$ cat src/rtl/hd44780_ram_sequencer.sv
// rtl/hd44780_ram_sequencer.sv - walks hd44780_ram words and plays them as LCD commands, delays and stops
// Issues command bytes over a valid/ready handshake; RAM is read one word at a time through its registered port.
module hd44780_ram_sequencer #(
    parameter int addr_width = 8,
    parameter int delay_unit = 12
) (
    input  logic                  clk,
    input  logic                  reset,
    input  logic                  start,
    input  logic [addr_width-1:0] start_addr,
    output logic                  busy,
    output logic                  done,
    output logic                  overrun,
    output logic [addr_width-1:0] ram_raddr,
    input  logic [15:0]           ram_rdata,
    output logic                  cmd_valid,
    input  logic                  cmd_ready,
    output logic                  cmd_rs,
    output logic [7:0]            cmd_data
);

    typedef enum logic [2:0] {
        S_IDLE,
        S_READ,
        S_DECODE,
        S_ISSUE,
        S_DELAY
    } state_t;

    // Counter must hold the largest delay word times delay_unit without truncation.
    localparam longint unsigned MAX_DELAY = longint'(16383) * longint'(delay_unit);
    localparam int CNT_W = $clog2(MAX_DELAY + 1);
    localparam logic [CNT_W-1:0] DU = CNT_W'(delay_unit);
    localparam logic [addr_width-1:0] LAST_ADDR = '1;

    state_t                state_q, state_d;
    logic [addr_width-1:0] raddr_q, raddr_d;
    logic                  busy_q, busy_d;
    logic                  done_q, done_d;
    logic                  overrun_q, overrun_d;
    logic                  cmd_valid_q, cmd_valid_d;
    logic                  cmd_rs_q, cmd_rs_d;
    logic [7:0]            cmd_data_q, cmd_data_d;
    logic [CNT_W-1:0]      cnt_q, cnt_d;
    logic                  advance;
    logic [CNT_W-1:0]      delay_load;

    assign delay_load = (CNT_W'(ram_rdata[13:0]) * DU) - CNT_W'(1);

    always_comb begin
        state_d     = state_q;
        raddr_d     = raddr_q;
        busy_d      = busy_q;
        done_d      = 1'b0;
        overrun_d   = overrun_q;
        cmd_valid_d = cmd_valid_q;
        cmd_rs_d    = cmd_rs_q;
        cmd_data_d  = cmd_data_q;
        cnt_d       = cnt_q;
        advance     = 1'b0;

        case (state_q)
            S_IDLE: begin
                if (start) begin
                    raddr_d   = start_addr;
                    busy_d    = 1'b1;
                    overrun_d = 1'b0;
                    state_d   = S_READ;
                end
            end
            S_READ: begin
                state_d = S_DECODE;
            end
            S_DECODE: begin
                if (ram_rdata[15]) begin
                    state_d = S_IDLE;
                    busy_d  = 1'b0;
                    done_d  = 1'b1;
                end else if (ram_rdata[14]) begin
                    if (ram_rdata[13:0] == 14'd0) begin
                        advance = 1'b1;
                    end else begin
                        cnt_d   = delay_load;
                        state_d = S_DELAY;
                    end
                end else begin
                    cmd_rs_d    = ram_rdata[8];
                    cmd_data_d  = ram_rdata[7:0];
                    cmd_valid_d = 1'b1;
                    state_d     = S_ISSUE;
                end
            end
            S_ISSUE: begin
                if (cmd_ready) begin
                    cmd_valid_d = 1'b0;
                    advance     = 1'b1;
                end
            end
            S_DELAY: begin
                if (cnt_q == '0) begin
                    advance = 1'b1;
                end else begin
                    cnt_d = cnt_q - CNT_W'(1);
                end
            end
            default: begin
                state_d = S_IDLE;
            end
        endcase

        // Running past the last word ends the script rather than wrapping to 0.
        if (advance) begin
            if (raddr_q == LAST_ADDR) begin
                state_d   = S_IDLE;
                busy_d    = 1'b0;
                done_d    = 1'b1;
                overrun_d = 1'b1;
            end else begin
                raddr_d = raddr_q + addr_width'(1);
                state_d = S_READ;
            end
        end
    end

    always_ff @(posedge clk or posedge reset) begin
        if (reset) begin
            state_q     <= S_IDLE;
            raddr_q     <= '0;
            busy_q      <= 1'b0;
            done_q      <= 1'b0;
            overrun_q   <= 1'b0;
            cmd_valid_q <= 1'b0;
            cmd_rs_q    <= 1'b0;
            cmd_data_q  <= 8'd0;
            cnt_q       <= '0;
        end else begin
            state_q     <= state_d;
            raddr_q     <= raddr_d;
            busy_q      <= busy_d;
            done_q      <= done_d;
            overrun_q   <= overrun_d;
            cmd_valid_q <= cmd_valid_d;
            cmd_rs_q    <= cmd_rs_d;
            cmd_data_q  <= cmd_data_d;
            cnt_q       <= cnt_d;
        end
    end

    assign busy      = busy_q;
    assign done      = done_q;
    assign overrun   = overrun_q;
    assign ram_raddr = raddr_q;
    assign cmd_valid = cmd_valid_q;
    assign cmd_rs    = cmd_rs_q;
    assign cmd_data  = cmd_data_q;

endmodule
$ cat config.mk
export PLATFORM = sky130hd
export DESIGN_NAME = hd44780_ram_sequencer
export DESIGN_NICKNAME = d
export VERILOG_FILES = /design/src/rtl/hd44780_ram_sequencer.sv
export SDC_FILE = /design/constraint.sdc
export NUM_CORES = 1
export LEC_CHECK = 0
export ABC_AREA = 1
export CAP_MARGIN = 20
export CORE_ASPECT_RATIO = 0.6
export CORE_MARGIN = 2
export CORE_UTILIZATION = 35
export DETAILED_ROUTE_END_ITERATION = 8
export PLACE_DENSITY = 0.68
export SLEW_MARGIN = 20
export SYNTH_ARGS = -nofsm -noshare
export SYNTH_HDL_FRONTEND = slang
export SYNTH_SLANG_ARGS = --single-unit
$ cat constraint.sdc
create_clock -name clk -period 2 [get_ports clk]
set_input_delay 0.4 -clock clk [delete_from_list [all_inputs] [get_ports clk]]
set_output_delay 0.4 -clock clk [all_outputs]
set_load 0.05 [all_outputs]
# ---- Yosys cells after proc, flatten, opt, wreduce, memory -nomap -nowiden
# Cells that the tools add are included.
dict set report word_totals {
  register_bits 42
  latch_bits 0
  ramBits 0
  rom_bits 0
  output_inout_bits 21
  wordCells 78
  n_memories 0
}
dict set report classes {
  addsub 3
  mul 1
  div 0
  magnitude_cmp 0
  eq_ne 14
  shifts 0
  muxes 39
  bitwise 2
  n_reduce_logical 10
}
# operator n
set ops {}
lappend ops {{18-bit two-way mux} 4}
lappend ops {{18-bit case mux with 2 select lines} 1}
lappend ops {{18-bit by 1-bit subtractor with 18-bit output (second input constant)} 2}
lappend ops {{8-bit two-way mux} 4}
lappend ops {{1-bit two-way mux} 21}
lappend ops {{18-bit logical NOT} 1}
lappend ops {{14-bit by 2-bit multiplier with 16-bit output (second input constant)} 1}
lappend ops {{3-bit two-way mux} 5}
lappend ops {{14-bit logical NOT} 1}
lappend ops {{2-bit != test (second input constant)} 6}
lappend ops {{3-bit case mux with 4 select lines} 1}
lappend ops {{8-bit by 1-bit adder with 8-bit output (second input constant)} 1}
lappend ops {{8-bit == test (second input constant)} 1}
lappend ops {{3-bit by 2-bit == test with 1-bit output (second input constant)} 2}
lappend ops {{3-bit AND reduction} 2}
lappend ops {{5-bit != test (second input constant)} 1}
lappend ops {{5-bit AND reduction} 1}
lappend ops {{1-bit case mux with 2 select lines} 2}
lappend ops {{4-bit AND reduction} 1}
lappend ops {{2-bit nonzero test} 2}
lappend ops {{3-bit by 1-bit == test with 1-bit output (second input constant)} 1}
lappend ops {{3-bit == test (second input constant)} 1}
lappend ops {{3-bit logical NOT} 1}
lappend ops {{3-bit != test (second input constant)} 1}
lappend ops {{other kinds (4)} 5}

# ---- Logic depth before layout (Yosys ltp)
dict set report logic_depth {
  word_depth 7
  mapped_depth 18
  ltp_nobuf 18
}

# ---- Worst setup path before layout
# No wires, ideal clock.
dict set report synth_path {
  kind {input to register}
  start {in ram_rdata[0]}
  end {reg cnt_q[15]}
  setup_ps 117
  arrival_ps 2127
  setup_slack_ps -244
  path_stages 15
  n_path_buf 0
  path_cell_list {ha_1 > fa_1 > inv_1 > nand2_1 > and2_1 > nor2_4 > nand3_2 > nor2_2 > nand3_2 > nor2_2 > nand2_1 > nand2_1 > nand3_1 > nand3_1 > nand2_1}
}
dict set report synth_via {
  elab_chain_cells 6
  word_cells_on_any_way 9
  cone_classes {add/sub (1); mul (1); eq/ne (1); mux (4); reduce/logical (2)}
}
# element line
set synth_lines {}
lappend synth_lines {{from (decl)} 15} ;# input logic [15:0] ram_rdata,
lappend synth_lines {{14-bit by 2-bit multiplier with 16-bit output} 48} ;# assign delay_load = (CNT_W'(ram_rdata[13:0]) * DU) - CNT_W'(1);
lappend synth_lines {{18-bit by 1-bit subtractor with 18-bit output} 48}
lappend synth_lines {{18-bit two-way mux} 80} ;# if (ram_rdata[13:0] == 14'd0) begin
lappend synth_lines {{18-bit two-way mux} 79} ;# end else if (ram_rdata[14]) begin
lappend synth_lines {{18-bit two-way mux} 75} ;# if (ram_rdata[15]) begin
lappend synth_lines {{18-bit case mux with 2 select lines} 62} ;# case (state_q)
lappend synth_lines {{to (signal assigned)} 145} ;# cnt_q <= cnt_d;
lappend synth_lines {{to (decl)} 44} ;# logic [CNT_W-1:0] cnt_q, cnt_d;
# Several ways; a longest one is shown, not always the timed one. The select of a mux whose other input is x is not followed.
# A chain may end at the register's enable or synchronous reset.

# ---- Worst setup path after layout
dict set report layout_path {
  start {in ram_rdata[1]}
  end {reg cnt_q[16]}
}
# The elaborated chain is that of the path after synthesis.

==> key figures <==
Layout
  • Finished Cell Area: 5821 sq um
  • Final Core Density: 54.94%
  • Area grow syn2layout: 51.98%
  • Share of layout cells above drive strength 1: 34.27%
  • Final non-filler cell total: 851
  • Fin nets: 766
  • N_diodes: 0

Clock network
  • CTS max path bufs: 2
  • CTS H-tree depth: 2
  • Worst-path clk slew: 70 ps
  • Clock Sinks: 42
  • Clock tree root driver cell: clkbuf_16
  • CTS tree: built
  • CTS buffer count: 5
  • Count of hold buffers inserted by post-cts repair: 0
  • Clock latency on the worst-skew pair: 290 ps

Placed design
  • Placed cell count: 819
  • HPWL Detailed: 8401 microns
  • Dpl ws: -894.4 ps
  • Routability Congestion: 0.9320
  • Port bufs: 48
  • Post-Place Cell Area: 5036 sq um

Synthesis
  • Post-synthesis cell count: 570
  • Top cell type's share of synthesized area: 27.44%
  • Area leader, netlist: dfrtp_1
  • Synth top area cells: dfrtp_1, nand2_1, inv_1, ha_1, nand3_1
  • Syn Std Cell Area: 3830 sq um
  • Post-Syn Area per Cell: 6.719 sq um
  • Post-synth EDFFs: 0
  • Dominant synthesized flop cell: dfrtp_1
  • Sequential share of the synthesized area: 27.44%
  • Synth unique cells: 43
  • Synthesis warning total: 0
  • Post-synthesis register bit count: 42
  • Post-synth net total: 625
  • Async set-reset flop share out of synthesis: 100.0%

Timing
  • Setup violations, final: 9
  • Worst Max-Slew Pin Slew: 513.3 ps
  • Hold slack: 413.0 ps
  • Setup TNS: -988.9 ps
  • Fin Clk Skew: 13.66 ps
  • Unrepaired setup endpoints after global routing: yes
  • Final hold violations: 0
  • Final worst path period need: 2170 ps
  • Final worst-path cycle share: 108.5%
  • Final setup margin: -170.3 ps
  • Worst rel slew slack: 65.68%
  • Final Max Tran Viols: 0
  • Maximum clock rate: 460.8 MHz

Worst setup path
  • Crit-path cells: buf_8 -> ha_4 -> fa_2 -> nand2_2 -> nand2_4 -> nand3_2 -> nand2_2 -> nand2_2 -> nand2_2 -> inv_1 -> nand2_2 -> nor2_4 -> nand4_1 -> nand2_1 -> nand3_1 -> a21oi_2
  • CP required: 2230 ps
  • CP max stage cell: fa_2
  • Crit-path leading delay family: simple AND/OR/NAND/NOR gates
  • CP bufs+invs: 2
  • CP max stage delay: 400 ps
  • Critical Path AT: 2400 ps
  • Critical path class: in2reg
  • Critical path peak fanout: 4
  • CP Launch Type: primary input
  • Most common cell on crit path: nand2_2
  • CP endpoint kind: flop

Outcome
  • Status: complete, but fails checks
  • Failing checks: negative setup slack

Detailed routing
  • Drt drc: 0
  • Post-route ant nets: 0
  • Vias/cell: 5.040
  • Wire per inst: 13.86 microns
  • Final WL: 11,800 microns
  • Detailed-route via count: 4,289
  • Pre-antenna DRT Iters: 5
  • DR iter-0 viols: 390

Die
  • Die H: 85.03 microns
  • Die width: 139.0 microns
  • Initial Utilization: 36.15%
  • Rows: 29
  • Die ar.: 11,820 sq um
  • # IOs: 49
  • Core area: 10,600 sq um

Global route
  • Largest net degree at the start of global routing: 43
  • Grt ovf: 0
  • First-pass GRT wire length: 19,360 microns
  • Tot GR Track Use: 19.74%
  • Initial antenna violation count: 0
  • Vias in the first global route: 4,115

Power and ir drop
  • Power per Cell Area: 1040 nW/um^2
  • P_leak: 2.808 nW
  • VDD IR-drop max: 1.243 mV
  • Final Power: 6.055 mW

Hold path
  • Min-Delay Path Class: in2reg

Run
  • Max Cap Viol: 0
[kinds of logic (layout without fill, tap and decap cells)]
family                     after synthesis  after routing  synth area share [%]
muxes                                    7              7                 1.862
adders and majority gates               27             27                 9.017
and+or+nand+nor                        295            295                 35.71
xor gates and xnor gates                12             12                 2.744
AOI/OAI and AO/OA                       83             83                 12.61
buffers and inverters                  104            246                 10.62
DFF                                     42             42                 27.44
[per-layer routing]
| metal | wire [microns] | track usage, % | up-vias | part of all wire (%) |
|---|---|---|---|---|
| met5 | 0 | 0 | - | 0 |
| met1 | 5956 | 28.97 | 2003 | 50 |
| met4 | 66 | 3.581 | 0 | 0.56 |
| met2 | 5087 | 30.68 | 145 | 43 |
| li1 | - | - | 2129 | - |
| met3 | 686 | 3.725 | 12 | 5.8 |
[report_power, final]
| group | internal, mW | switching [mW] |
|---|---|---|
| sequential | 1.26 | 0.398 |
| clock | 0.467 | 0.374 |
| combinational | 1.41 | 2.14 |
[what timing repair did]
item | in CTS | in global routing
gates resized for setup | 106 | 48
pin swaps | 41 | 16
buffers inserted | 13 | 10
cloned | 2 | 0
hold endpoints to repair | 0 | 0
endpoints found under the setup margin | 27 | 27
[cells in the mapped netlist (2+ instances only)]
master and n:
o21bai_1 2, ha_1 26, nor3_1 7, mux2i_1 6
inv_1 92, nand2_2 16, a31oi_1 8, clkbuf_1 4
inv_2 2, xor2_1 9, nor2_2 9, o21ai_0 37
nand3b_1 3, dfrtp_1 42, a21oi_2 5, nor2_1 50
nand3_2 6, xnor2_1 3, buf_2 4, nand4_1 9
nand3_1 51, a21oi_1 18, o211ai_1 2, o22ai_1 2
nor4_1 2, nor2_4 4, o31ai_1 2, nand2_1 134
[layout make-up]
cell class                      count  area (sq um)
Clock buffer                        5         125.1
Clock inverter                      3         23.77
Fill cell                         941          4775
Inverter                           94         352.8
Multi-Input combinational cell    424          2821
Sequential cell                    42          1055
Tap cell                          139         173.9
Timing Repair Buffer              144          1269
[worst min-delay path: cells and delay by family]
family,cells,cell delay (ps)
buf+inv,2,180
compound gates,1,80
[final timing paths]
path	cells after the start	slack (ps)	startpoint	end
setup / recovery	16	-170	ram_rdata[1]	cnt_q[16]
hold / removal	3	410	ram_rdata[4]	cmd_data[4]
setup reg to reg	11	10	cnt_q[1]	cnt_q[14]
hold reg to reg	2	490	cmd_data[0]	cmd_data[0]
max in group asynchronous	3	1320	reset	cnt_q[5]
min in group asynchronous	3	440	reset	cnt_q[9]
[cells in the final DEF (no fill, tap or decap), drive strengths merged, types with 23 or more instances in the layout]
| cell type | netlist | routed |
|---|---|---|
| ha | 26 | 26 |
| buf | 6 | 102 |
| dfrtp | 42 | 42 |
| inv | 94 | 94 |
| nor2 | 63 | 63 |
| nand3 | 57 | 57 |
| o21ai | 38 | 38 |
| nand2 | 151 | 151 |
| clkdlybuf4s50 | 0 | 32 |
| a21oi | 23 | 23 |
[registers in the layout (all words and copies together), names as in the netlist]
register and count:
state_q 3, ram_raddr 8, cmd_rs 1, cnt_q 18
cmd_valid 1, busy 1, overrun 1, done 1
cmd_data 8
(Power assumes the default switching activity.)
==> edit 1 (config.mk and constraints unchanged) <==
Take the reset off `raddr_q` and `cmd_data_q` and load them in a clocked block of their own.
--- a/src/rtl/hd44780_ram_sequencer.sv
+++ b/src/rtl/hd44780_ram_sequencer.sv
@@ -127,3 +127,2 @@
             state_q     <= S_IDLE;
-            raddr_q     <= '0;
             busy_q      <= 1'b0;
@@ -133,3 +132,2 @@
             cmd_rs_q    <= 1'b0;
-            cmd_data_q  <= 8'd0;
             cnt_q       <= '0;
@@ -137,3 +135,2 @@
             state_q     <= state_d;
-            raddr_q     <= raddr_d;
             busy_q      <= busy_d;
@@ -143,5 +140,9 @@
             cmd_rs_q    <= cmd_rs_d;
-            cmd_data_q  <= cmd_data_d;
             cnt_q       <= cnt_d;
         end
+    end
+
+    always_ff @(posedge clk) begin
+        raddr_q    <= raddr_d;
+        cmd_data_q <= cmd_data_d;
     end
Check against the original RTL: not equivalent (a bounded check fails within 4 cycles, from zero or initial values and one cycle with reset high).
==> edit 1 against the original RTL <==
- the flow still finishes with violations (setup timing)
- synthesized cell count is 2.8% lower
- worst setup slack improved by 0.051 ns
- area after synthesis shrank 4.0%
- clock skew is 0.0069 ns lower
- clock power rose by 2.9%
- final area rose by 1.6%
- total power is 7.5% lower
- sequential cell count unchanged
- routed wire length grew 5.9%
==> edit 1: results <==
metrics = {
    "status": {
        "outcome": "complete, but fails checks",
        "failed_checks": "setup timing",
    },
    "routing": {
        "wl_met1_um": 6040,
        "post_drt_via_cell_ratio": 5.10,
        "vias": 4301,
        "finalWirelength_um": 12500,
        "wl_met3_um": 947,
    },
    "synth": {
        "synth_xor_area_frac": 0.0286,
        "synthesis.instances": 554,
        "synth-edff-count": 8,
        "synthAdderAreaFrac": 0.0939,
        "synth.distinct_cells": 46,
        "syn_nets": 609,
        "ys_top_cells_by_area": "dfrtp_1 18%, nand2_1 15%, ha_1 8.8%",
        "synth_compound_area_frac": 0.116,
        "synthMuxAreaShare": 0.0109,
        "synth-async-reset-ratio": 0.619,
    },
    "clock_tree": {
        "cts_root_buf": "clkbuf_16",
        "cts_resized": 131,
        "postCtsSetupRepairBufs": 7,
    },
    "worst_setup_path": {
        "cp-endpoint": "cnt_q[17]",
        "worstPathArrival_ns": 2.34,
        "regToRegSetupSlack_ns": -0.03,
        "max_stage_delay_ns": 0.41,
        "rr_startpoint": "cnt_q[3]",
        "reg2reg_depth": 12,
        "worstReg2RegEnd": "cnt_q[15]",
    },
    "min_path": {
        "hold_end": "cmd_data[2]",
        "worstHoldStart": "ram_rdata[2]",
        "hold_path_depth": 1,
    },
    "sta": {
        "tightest_slew_ns": 0.521,
        "fin_ws_ns": -0.120,
        "clock-skew-final_ns": 0.00675,
        "timing.hold.ws_ns": 0.293,
        "tns_ns": -0.623,
        "setup_violations": 7,
    },
    "global_routing": {
        "grt_pass1_wl_um": 19400,
        "met3_usage": 0.0653,
        "grtUsageTotal": 0.213,
        "grt_pass1_vias": 4025,
        "grt_max_degree": 27,
    },
    "power_and_ir_drop": {
        "ir_drop_uv": 580,
        "p_leak_nw": 2.81,
    },
    "place": {
        "place_area_um2": 5000,
        "numPlacedInstances": 817,
        "place_ws_ns": -0.925,
        "dpl.hpwl_um": 8860,
    },
    "final_layout": {
        "drive_above_1_share": 0.400,
        "largest_reg_flops": 18,
        "nets": 762,
    },
}
edit 1: cell count changes in the layout (fill, tap and decap cells not counted), moves of 5 or more:
cell | unedited run | this run
nand2_4 | 8 | 16
edfxtp_1 | 0 | 8
inv_1 | 77 | 57
nand3_1 | 42 | 32
inv_2 | 16 | 21
dfrtp_1 | 39 | 25
nand3_2 | 12 | 19
dfxtp_1 | 0 | 6
buf_4 | 85 | 97
o21ai_0 | 32 | 22
edit 1: where the power goes:
| part | leakage (nW) | switching (mW) | internal (mW) | total, mW |
|---|---|---|---|---|
| Combinational | 2.29 | 1.89 | 1.27 | 3.16 |
| Clock | 0.0729 | 0.371 | 0.496 | 0.866 |
| Sequential | 0.454 | 0.361 | 1.21 | 1.57 |
edit 1: cell type report:
cell class	instances	area, um^2
fillers	876	4100
multi-input cells	424	2930
repair buffers	154	1300
flip-flops and latches	42	1050
inverters	80	305
well taps	135	169
clock buffers	6	139
clock inverters	2	12.5
==> edit 2 (same flow settings) <==
Without the edit above. Change the parameter `delay_unit` from 12 to 14.
--- a/src/rtl/hd44780_ram_sequencer.sv
+++ b/src/rtl/hd44780_ram_sequencer.sv
@@ -4,3 +4,3 @@
     parameter int addr_width = 8,
-    parameter int delay_unit = 12
+    parameter int delay_unit = 14
 ) (
Formal check against the unedited RTL: no difference found for any inputs over 10 cycles, from zero or initial values and one cycle with reset high; that may be too few to reach the edited logic, so the function may still have changed.
==> edit 2 against the original RTL <==
- combinational power increased by 37%
- synthesized cell count is 7.0% higher
- area after synthesis up 11%
- total power rose by 20%
- sequential share of layout area decreased by 1.7 points
- global-route usage decreased by 0.26 points
- critical endpoint is now cnt_q[4]
- die area up 10%
- worst hold slack improved by 0.042 ns
- cell count rose by 10%
- the run still ends with setup timing left
- register-to-register slack got worse by 0.13 ns
- worst setup slack lost 0.69 ns
- sequential cell count is the same
- critical path type unchanged
- highest routed layer unchanged
- routed wire length increased by 12%
- final area increased by 10%
==> edit 2: results <==
metrics = {
    "status": {
        "outcome": "complete, but fails checks",
        "failed_checks": "setup timing",
    },
    "worst_setup_path": {
        "cpMaxStageDelayCell": "fa_1",
        "crit_family": "adder cells",
        "crit_fanout": 2,
        "regToRegSetupSlack_ns": -0.12,
        "max_stage_delay_ns": 0.58,
    },
    "final_layout": {
        "nFillCells": 1094,
        "largest_reg_flops": 18,
        "drive_above_1_share": 0.338,
        "nets": 840,
        "largest_register": "cnt_q",
    },
    "min_path": {
        "min_path_type": "input port to asynchronous set/reset pin",
    },
    "clock_tree": {
        "cts_buffers": 5,
        "clkLatencyLatePin_ns": 0.29,
        "clk_pin_slew_ns": 0.06,
    },
    "sta": {
        "fin_ws_ns": -0.864,
        "tns_ns": -9.71,
        "setup_violations": 21,
        "clock-skew-final_ns": 0.00563,
        "maxSlewHeadroom": 0.662,
    },
    "synth": {
        "syn_nets": 678,
        "yosysSeqAreaShare": 0.248,
        "synthesis.instances": 610,
        "synth.distinct_cells": 40,
        "ys_top_cells_by_area": "dfrtp_1 25%, nand2_1 13%, inv_1 8.2%",
        "ys_top_cells_by_count": "147 x nand2_1, 93 x inv_1, 49 x nand3_1",
    },
    "global_routing": {
        "grt_use_met1": 0.275,
        "grt_pass1_vias": 4354,
        "grt_pass1_wl_um": 20500,
        "grtUsageTotal": 0.195,
        "grt_max_degree": 43,
        "grt_use_met2": 0.312,
        "met3_usage": 0.0413,
    },
    "routing": {
        "drt_iter0_markers": 249,
        "finalWirelength_um": 13300,
        "wl_per_cell_um": 14.1,
        "vias": 4653,
    },
    "place": {
        "portBuffers": 48,
        "numPlacedInstances": 900,
        "gp_congestion": 0.848,
        "dpl.hpwl_um": 9380,
    },
    "power_and_ir_drop": {
        "ir_drop_uv": 414,
        "p_leak_nw": 3.16,
    },
}
edit 2: metrics by stage:
step                hold WS (ns)  instance area (um^2)   util  setup slack [ns]
global placement           0.457                  5560  0.466             -1.43
finish                     0.455                  6400  0.536            -0.864
floorplan                  0.515                  4260      -            -0.688
CTS                        0.462                  5990  0.501            -0.766
detailed placement         0.482                  5560  0.466             -1.54
global route               0.481                  6400  0.536            -0.901
edit 2: cell type report:
cell class	count	area, um^2	share of cell area
multi-input cells	459	3180	0.496
repair buffers	166	1450	0.227
clock buffers	6	129	0.0201
well taps	165	206	0.0322
flip-flops and latches	42	1050	0.164
clock inverters	2	13.8	0.00215
inverters	98	375	0.0586
edit 2: what timing repair did:
item                       CTS  global route
pin swaps                   23            32
setup endpoints to repair   31            31
gates resized for setup     86            75
setup buffers               14            15
cloned                       0             1
edit 2: worst paths after layout:
check / start / to / cells past startpoint
worst max register to register: cnt_q[1] / ram_raddr[3] / 15
worst min-delay path: reset / ram_raddr[0] / 3
max in group asynchronous: reset / cnt_q[8] / 3
worst min register to register: cmd_data[1] / cmd_data[1] / 2
min in group clk: cmd_data[1] / cmd_data[1] / 2
worst max-delay path: ram_rdata[0] / cnt_q[4] / 16
edit 2: cell families after synthesis:
| logic type | synth area share |
|---|---|
| mux | 0.00236 |
| flops | 0.248 |
| simple gates | 0.356 |
| fa+ha+maj | 0.143 |
| buf+inv | 0.102 |
| compound gates | 0.130 |
| xor+xnor | 0.0186 |
edit 2: per-layer routing:
metal	vias up	wire [um]
met1	2208	6450
met3	21	694
met4	0	172
met5	-	0
li1	2288	-
met2	136	5940
edit 2: power by group:
group,switching [mW],total (mW),internal [mW],leakage [nW]
clock network,0.355,0.819,0.464,0.0708
logic,2.85,4.86,2.01,2.58
registers,0.351,1.59,1.24,0.505
